$ cat src/rtl/br_rs_sched.sv
// ============================================================================
// Module   : br_rs_sched
// Purpose  : Branch reservation station and issue scheduler for a single shared
//            branch comparator. Holds up to DEPTH dispatched branches in an
//            age-ordered compacting queue (index 0 = oldest), captures operands
//            from CDB broadcasts, issues the oldest fully-ready branch to the
//            comparator each cycle and buffers the taken/not-taken result until
//            the consumer accepts it.
// Ports    : clk, rst_n (async, active low), flush (sync)
//            alloc_*  : dispatch interface (valid/ready, funct3, tag, operands)
//            cdb_*    : common data bus wakeup broadcast
//            cmp_*    : comparator drive (op, operands) and result cmp_br_en
//            res_*    : buffered branch outcome with valid/ready handshake
// Revision : 1.0 - initial release
// ============================================================================
`default_nettype none

module br_rs_sched #(
    parameter int DEPTH = 4,
    parameter int TAG_W = 3
) (
    input  logic             clk,
    input  logic             rst_n,
    input  logic             flush,
    input  logic             alloc_valid,
    output logic             alloc_ready,
    input  logic [2:0]       alloc_funct3,
    input  logic [TAG_W-1:0] alloc_rob_tag,
    input  logic             alloc_a_rdy,
    input  logic             alloc_b_rdy,
    input  logic [31:0]      alloc_a_val,
    input  logic [31:0]      alloc_b_val,
    input  logic [TAG_W-1:0] alloc_a_tag,
    input  logic [TAG_W-1:0] alloc_b_tag,
    input  logic             cdb_valid,
    input  logic [TAG_W-1:0] cdb_tag,
    input  logic [31:0]      cdb_data,
    output logic [2:0]       cmp_op,
    output logic [31:0]      cmp_a,
    output logic [31:0]      cmp_b,
    input  logic             cmp_br_en,
    output logic             res_valid,
    output logic [TAG_W-1:0] res_rob_tag,
    output logic             res_taken,
    input  logic             res_ready
);

    localparam int IDX_W = $clog2(DEPTH);
    localparam int CNT_W = IDX_W + 1;

    typedef struct packed {
        logic [2:0]       f3;
        logic [TAG_W-1:0] rob_tag;
        logic             a_rdy;
        logic [TAG_W-1:0] a_tag;
        logic [31:0]      a_val;
        logic             b_rdy;
        logic [TAG_W-1:0] b_tag;
        logic [31:0]      b_val;
    } entry_t;

    entry_t           ent_q [DEPTH];
    entry_t           ent_d [DEPTH];
    entry_t           woke  [DEPTH];
    entry_t           new_ent;
    logic [CNT_W-1:0] count_q, count_d, cnt_after;
    logic             res_valid_q, res_valid_d;
    logic [TAG_W-1:0] res_tag_q, res_tag_d;
    logic             res_taken_q, res_taken_d;
    logic             sel_found;
    logic [IDX_W-1:0] sel_idx;
    logic             issue;
    logic             do_alloc;

    // Capacity is judged on registered occupancy only; an issue in the same
    // cycle does not free a slot for dispatch until the next cycle.
    assign alloc_ready = (count_q < CNT_W'(DEPTH));
    assign do_alloc    = alloc_valid && alloc_ready;

    // Oldest valid entry with both operands ready (reverse scan keeps lowest).
    always_comb begin
        sel_found = 1'b0;
        sel_idx   = '0;
        for (int i = DEPTH - 1; i >= 0; i--) begin
            if ((CNT_W'(i) < count_q) && ent_q[i].a_rdy && ent_q[i].b_rdy) begin
                sel_found = 1'b1;
                sel_idx   = IDX_W'(i);
            end
        end
    end

    assign cmp_op = sel_found ? ent_q[sel_idx].f3    : 3'd0;
    assign cmp_a  = sel_found ? ent_q[sel_idx].a_val : 32'd0;
    assign cmp_b  = sel_found ? ent_q[sel_idx].b_val : 32'd0;

    assign issue  = sel_found && (!res_valid_q || res_ready);

    // Incoming entry, with same-cycle CDB bypass for operands still pending.
    always_comb begin
        new_ent         = '0;
        new_ent.f3      = alloc_funct3;
        new_ent.rob_tag = alloc_rob_tag;
        new_ent.a_tag   = alloc_a_tag;
        new_ent.b_tag   = alloc_b_tag;
        new_ent.a_rdy   = alloc_a_rdy || (cdb_valid && (alloc_a_tag == cdb_tag));
        new_ent.a_val   = alloc_a_rdy ? alloc_a_val : cdb_data;
        new_ent.b_rdy   = alloc_b_rdy || (cdb_valid && (alloc_b_tag == cdb_tag));
        new_ent.b_val   = alloc_b_rdy ? alloc_b_val : cdb_data;
    end

    // Wakeup is applied before the shift so captured values travel with
    // their entry when it moves down a slot.
    always_comb begin
        for (int i = 0; i < DEPTH; i++) begin
            woke[i] = ent_q[i];
            if (cdb_valid && !ent_q[i].a_rdy && (ent_q[i].a_tag == cdb_tag)) begin
                woke[i].a_rdy = 1'b1;
                woke[i].a_val = cdb_data;
            end
            if (cdb_valid && !ent_q[i].b_rdy && (ent_q[i].b_tag == cdb_tag)) begin
                woke[i].b_rdy = 1'b1;
                woke[i].b_val = cdb_data;
            end
        end
    end

    always_comb begin
        for (int i = 0; i < DEPTH; i++) begin
            ent_d[i] = woke[i];
        end
        for (int i = 0; i < DEPTH - 1; i++) begin
            if (issue && (i >= int'(sel_idx))) begin
                ent_d[i] = woke[i + 1];
            end
        end
        cnt_after = issue ? (count_q - CNT_W'(1)) : count_q;
        if (do_alloc) begin
            ent_d[cnt_after[IDX_W-1:0]] = new_ent;
        end
        count_d = cnt_after + CNT_W'(do_alloc);
        if (flush) begin
            count_d = '0;
        end
    end

    always_comb begin
        res_valid_d = res_valid_q;
        res_tag_d   = res_tag_q;
        res_taken_d = res_taken_q;
        if (flush) begin
            res_valid_d = 1'b0;
        end else if (issue) begin
            res_valid_d = 1'b1;
            res_tag_d   = ent_q[sel_idx].rob_tag;
            res_taken_d = cmp_br_en;
        end else if (res_valid_q && res_ready) begin
            res_valid_d = 1'b0;
        end
    end

    always_ff @(posedge clk or negedge rst_n) begin
        if (!rst_n) begin
            count_q     <= '0;
            res_valid_q <= 1'b0;
            res_tag_q   <= '0;
            res_taken_q <= 1'b0;
            for (int i = 0; i < DEPTH; i++) begin
                ent_q[i] <= '0;
            end
        end else begin
            count_q     <= count_d;
            res_valid_q <= res_valid_d;
            res_tag_q   <= res_tag_d;
            res_taken_q <= res_taken_d;
            for (int i = 0; i < DEPTH; i++) begin
                ent_q[i] <= ent_d[i];
            end
        end
    end

    assign res_valid   = res_valid_q;
    assign res_rob_tag = res_tag_q;
    assign res_taken   = res_taken_q;

endmodule

`default_nettype wire
$ cat config.mk
export PLATFORM = sky130hd
export DESIGN_NAME = br_rs_sched
export DESIGN_NICKNAME = d
export VERILOG_FILES = /design/src/rtl/br_rs_sched.sv
export SDC_FILE = /design/constraint.sdc
export NUM_CORES = 1
export LEC_CHECK = 0
export CELL_PAD_IN_SITES_DETAIL_PLACEMENT = 2
export CELL_PAD_IN_SITES_GLOBAL_PLACEMENT = 2
export CORE_MARGIN = 5
export CORE_UTILIZATION = 38
export CTS_BUF_LIST = sky130_fd_sc_hd__clkbuf_4 sky130_fd_sc_hd__clkbuf_8 sky130_fd_sc_hd__clkbuf_16
export DETAILED_ROUTE_END_ITERATION = 12
export PLACE_DENSITY = 0.87
export SLEW_MARGIN = 20
export SYNTH_ARGS = -nofsm -noshare
export SYNTH_HDL_FRONTEND = slang
export SYNTH_SLANG_ARGS = --single-unit
$ cat constraint.sdc
create_clock -name clk -period 3.4 [get_ports clk]
set_clock_uncertainty 0.1 [all_clocks]
set_input_delay 0.68 -clock clk [delete_from_list [all_inputs] [get_ports clk]]
set_output_delay 0.68 -clock clk [all_outputs]
set_load 0.1 [all_outputs]
==> impl_metrics.tcl, run 1 <==
set metrics [dict create \
    run_status "finished, violations left" \
    violations "setup timing" \
    cpLargestDelayFamily "buffers and inverters" \
    rsz0062_at_grt "yes" \
    ff2ff_path_depth 9 \
    syn-cell-area_um2 19500 \
    initial_utilization_pct 38.1 \
    required_ns 2.62 \
    ys_warn_count 0 \
    dp_hpwl_mm 58.9 \
    wirelength_mm 118 \
    final.min_clock_period_ns 3.75 \
    cp_cell_sequence "o211ai_1, nand2_2, nand2_8, buf_12, buf_12, buf_16, mux4_2, and2_4, buf_12" \
    drtIter0Drc 2988 \
    setup_viol 74 \
    preCtsSetupSlack_ns -0.0904 \
    synth_fp_nets 1931 \
    slew_viol_final 0 \
    io_buffers 192 \
    min_path_type "in -> async" \
    cap_violations 0 \
    htree_levels 2 \
    synth_cell_type_count 51 \
    syn_avg_cell_area_um2 10.8 \
    grt_pass1_vias 23000 \
    crit_buf_inv 4 \
    drt_first_pass_iters 6 \
    crit_type "reg -> out" \
    path_common_cell "buf_12" \
    synth-edff-count 0 \
    die_w_um 236 \
    finalWorstSetupSlack_ns -0.351 \
    grt_pass1_wl_mm 167 \
    grt_max_degree 73 \
    synth.area.top_cells "dfrtp_1 (41%), mux2i_1 (8.8%), mux4_2 (7.7%)" \
    clock-sinks 320 \
    drive_gt1_share_pct 27.7 \
    fillers 4851 \
    final_cell_mix "dfrtp_1 (314), mux2i_1 (167), or3_1 (128), nand2_1 (122), clkdlybuf4s50_1 (116)" \
    synth_top_cell_by_area "dfrtp_1" \
    drc 0 \
    worst_skew_pair.late_latency_ns 0.59 \
    track_usage_pct 39.7 \
    final_area_um2 26100 \
    cts_made_buffers 40 \
    die_area_um2 55900 \
    nets 2123 \
    place_area_um2 23500 \
    seq_area_frac_synth_pct 41.1 \
    place.gp.congestion 0.850 \
    cp_slowest_cell "mux4_2" \
    cts_hold_buf 0 \
    fin_setup_tns_ns -15.13 \
    hold_viol 0 \
    synth-async-reset-ratio_pct 100 \
    gr-total-overflow 0 \
    layout-area-overhead-vs-synth_pct 33.7 \
    clk_pin_slew_worst_paths_ns 0.06 \
    r2r_slack_ns -0.13 \
    wl_per_cell_um 43.4 \
    finalCritPeriodShare_pct 110 \
    placementRows 83 \
    ys_seq_elements 320 \
    core_area_um2 51100 \
    route.vias.total 20800 \
    postSynthCellCount 1808 \
    crit_fanout 7 \
    clock_path_buffers 3 \
    slowest_delay_ns 0.56 \
    yosysTopAreaCellShare_pct 41.1 \
    root_buffer "clkbuf_16" \
    viasPerCell 7.66 \
    final_common_cell "dfrtp_1" \
    cp-end-kind "primary output" \
    ioPinCount 193 \
    max_freq_ghz 0.267 \
    r2r_end "ent_q[181]" \
    die_height_um 236 \
    ant_nets 0 \
    cts_tree "built" \
    rr_startpoint "count_q[0]" \
    worst_pin_slew_ns 0.900 \
    synthFlopType "dfrtp_1" \
    worstSetupStartpointType "flip-flop" \
    grt_antenna_before_repair 4 \
    arrival_ns 2.97 \
    slew_headroom_pct 39.8 \
]
[layout make-up]
cell class | instances | area, um^2 | area share (%)
Antenna cell | 3 | 7.51 | 0.0288
Clock buffer | 62 | 1260 | 4.83
Clock inverter | 12 | 203 | 0.778
Inverter | 36 | 135 | 0.519
Multi-Input combinational cell | 1266 | 11000 | 42.4
Sequential cell | 320 | 8020 | 30.8
Tap cell | 680 | 851 | 3.27
Timing Repair Buffer | 336 | 4550 | 17.5
[worst reg2reg max path, stage by stage (launching register included)]
cell and delay, ns:
dfrtp_2 0.46, o311ai_4 0.34, buf_4 0.18, buf_4 0.19, nand2_2 0.18, o21ai_4 0.40, nand3_1 0.27, a21oi_4 0.30
clkbuf_16 0.43, mux2i_1 0.57
[routing by layer]
metal,GRT usage [%],share of wire (%)
met2,63.2,45
met1,45.9,34
met4,29.5,9.6
met3,10.6,12
met5,0,0.0093
[state kept, by name, summed over array words and instances, names as in the netlist, named ones only]
signal,flops
res_taken,1
count_q,3
res_valid,1
ent_q,300
res_rob_tag,3
[metrics by stage]
step / instances / util, % / hold slack [ns]
2_1_floorplan: 1808 / - / 0.284
3_3_place_gp: 2593 / 46.0 / 0.392
3_5_place_dp: 2594 / 46.1 / 0.406
4_1_cts: 2700 / 50.6 / 0.0175
5_1_grt: 2714 / 51.0 / 0.0600
6_report: 2715 / 51.0 / 0.00484
[worst max path at each step]
stage	start	endpoint	slack [ns]	depth (start not counted)
after floorplan	count_q[0]	cmp_a[10]	0.00007	8
after global placement	cdb_tag[2]	ent_q[17]	-0.12	7
after detailed placement	cdb_tag[0]	ent_q[56]	-0.09	8
after CTS	count_q[2]	cmp_b[7]	-0.25	8
after global routing	count_q[2]	cmp_a[26]	-0.42	9
final	count_q[1]	cmp_a[26]	-0.35	9
[synth_stat cells, types with 58 or more instances]
cell        n
dfrtp_1   320
mux2i_1   171
nand2_1   135
clkbuf_1  133
or3_1     128
and2_1     67
mux4_2     67
o221ai_1   66
a21o_1     65
and3_1     65
a221o_1    64
a221oi_1   64
nor3b_1    64
o22ai_1    64
o221a_2    58
[cell families (layout without fill, tap and decap cells)]
| logic type | after synthesis | after routing | share of synthesized area [%] |
|---|---|---|---|
| buffers and inverters | 222 | 446 | 4.55 |
| multiplexers | 268 | 268 | 18.3 |
| XOR/XNOR | 32 | 32 | 1.44 |
| other | 0 | 3 | 0 |
| AND/OR/NAND/NOR | 520 | 520 | 15.1 |
| AO/OA/AOI/OAI | 443 | 443 | 19.4 |
| flip-flops | 320 | 320 | 41.1 |
| adder cells (fa/ha/maj) | 3 | 3 | 0.193 |
[repair_timing]
| item | 4_1_cts | 5_1_grt |
|---|---|---|
| pin swaps | 39 | 24 |
| setup buffers | 19 | 13 |
| resized for setup | 93 | 24 |
| endpoints found under the hold margin | 0 | 0 |
| cloned | 16 | 4 |
| setup endpoints to repair | 67 | 73 |
Power of run 1 is not shown: default switching activity piles up to over one toggle a cycle in this logic, so the estimate is an artifact.
==> inputs of run 2 (changes only) <==
Settings changed: CTS_CLUSTER_SIZE set to 14.
==> run 2 against run 1 <==
The run still ends with setup timing left. Via count shrank 0.91%. Cell area shrank 1.1%. Flip-flop and latch count is the same. Critical endpoint is now cmp_b[4]. Final cell count shrank 0.37%. Sequential share of layout area grew 0.35 points. Critical path depth shrank 2. Worst hold slack lost 0.00064 ns. Clock-buffer cell count is the same. Non-clock buffer count shrank 10. Worst setup slack gained 0.016 ns. Register-to-register slack gained 0.07 ns. Wire length shrank 1.5%.
==> impl_metrics.tcl, run 2 (synthesized netlist as in run 1, its figures left out) <==
set metrics [dict create \
    run_status "finished, violations left" \
    violations "setup timing" \
    dp_hpwl_mm 58.9 \
    hold_viol 0 \
    core_area_um2 51100 \
    required_ns 2.62 \
    top_register "ent_q" \
    clk_pin_slew_worst_paths_ns 0.06 \
    rsz0062_at_grt "yes" \
    cp-end-kind "primary output" \
    grt_antenna_before_repair 4 \
    ff2ff_path_depth 10 \
    path_common_cell "and2_4" \
    crit_buf_inv 2 \
    layout-area-overhead-vs-synth_pct 32.2 \
    slowest_delay_ns 0.48 \
    wirelength_mm 116 \
    place.gp.congestion 0.850 \
    ant_nets 0 \
    crit_fanout 18 \
    die_w_um 236 \
    r2r_slack_ns -0.06 \
    ioPinCount 193 \
    nets 2113 \
    largest_register_ffs 300 \
    cts_tree "built" \
    worstSetupStartpointType "flip-flop" \
    die_height_um 236 \
    grt_pass1_wl_mm 162 \
    finalCritPeriodShare_pct 110 \
    slew_viol_final 0 \
    clock_path_buffers 3 \
    clock-sinks 320 \
    grt_max_degree 73 \
    gr-total-overflow 0 \
    drt_first_pass_iters 5 \
    worst_skew_pair.late_latency_ns 0.59 \
    holdWs_ns 0.00419 \
    placementRows 83 \
    final_common_cell "dfrtp_1" \
    root_buffer "clkbuf_16" \
    fillers 4858 \
    io_buffers 192 \
    final_cell_mix "dfrtp_1 (315), mux2i_1 (165), or3_1 (128), nand2_1 (123), clkdlybuf4s50_1 (116)" \
    wl_per_cell_um 42.9 \
    final.min_clock_period_ns 3.74 \
    setup_viol 77 \
    cts_hold_buf 0 \
    finalWorstSetupSlack_ns -0.336 \
    drtIter0Drc 2990 \
    cap_violations 0 \
    crit_type "reg -> out" \
    grt_pass1_vias 22600 \
    arrival_ns 2.96 \
    slew_headroom_pct 43.1 \
    cpLargestDelayFamily "simple AND/OR/NAND/NOR gates" \
    initial_utilization_pct 38.1 \
    max_freq_ghz 0.268 \
    cp_slowest_cell "dfrtp_2" \
    final_core_util_pct 50.4 \
    drc 0 \
    route.vias.total 20600 \
    htree_levels 2 \
    min_path_type "in -> async" \
    cp_cell_sequence "o311ai_4, and2_4, nand2_8, buf_16, mux4_2, and2_4, buf_12" \
    rr_startpoint "count_q[1]" \
    viasPerCell 7.62 \
    r2r_end "ent_q[22]" \
    die_area_um2 55900 \
    worst_pin_slew_ns 0.850 \
    cts_made_buffers 40 \
    drive_gt1_share_pct 27.5 \
    track_usage_pct 38.3 \
]
run 2: cell count changes in the layout (fill, tap and decap cells not counted), sizes merged:
cell      delta
buf         -11
bufinv       -2
clkbuf       +1
inv          -1
clkinv       +1
clkinvlp     +2
run 2: worst max path at each step:
stage,depth (start not counted),startpoint,endpoint
after global placement,7,cdb_tag[2],ent_q[17]
final,7,count_q[0],cmp_b[4]
after CTS,8,count_q[2],cmp_op[2]
after detailed placement,8,cdb_tag[0],ent_q[56]
after floorplan,8,count_q[0],cmp_a[10]
after global routing,9,count_q[2],cmp_b[29]
run 2: worst reg2reg max path: cells and delay by family (launching register included):
kind	cells	cell delay (ns)
AO/OA/AOI/OAI	4	1.09
buffers and inverters	4	0.78
AND/OR/NAND/NOR	1	0.58
flip-flops	1	0.44
adder cells (fa/ha/maj)	1	0.40
run 2: final cells by class:
type / count / area [um^2] / area share [%]
multi-input cells: 1266 / 11100 / 42.9
flip-flops and latches: 320 / 8010 / 31.1
repair buffers: 326 / 4280 / 16.6
clock buffers: 62 / 1260 / 4.88
well taps: 680 / 851 / 3.30
clock inverters: 12 / 155 / 0.602
inverters: 36 / 139 / 0.539
diodes: 3 / 7.51 / 0.0291
run 2: through the flow:
step           setup TNS (ns)  cell area [um^2]  cells  setup WS, ns
4_1_cts                -13.69             25400   2685        -0.264
3_5_place_dp            -2.34             23500   2594       -0.0904
6_report               -19.44             25800   2705        -0.336
3_3_place_gp            -3.61             23500   2593        -0.117
5_1_grt                -20.98             25800   2704        -0.363
2_1_floorplan               0             19500   1808     0.0000686
run 2: layer usage:
| metal | routed length, um | up-vias | track usage [%] |
|---|---|---|---|
| met5 | 26 | - | 0 |
| met4 | 10700 | 4 | 27.5 |
| met3 | 12600 | 798 | 10.0 |
| met2 | 53300 | 1986 | 61.6 |
| met1 | 39500 | 10400 | 44.2 |
| li1 | - | 7397 | - |
run 2: repair_timing:
| item | 4_1_cts | 5_1_grt |
|---|---|---|
| gates resized for setup | 58 | 51 |
| pin swaps | 5 | 5 |
| endpoints found under the setup margin | 67 | 70 |
| hold endpoints to repair | 0 | 0 |
| buffers inserted | 10 | 15 |
| cloned | 8 | 5 |
Power of run 2 is left out for the same reason.
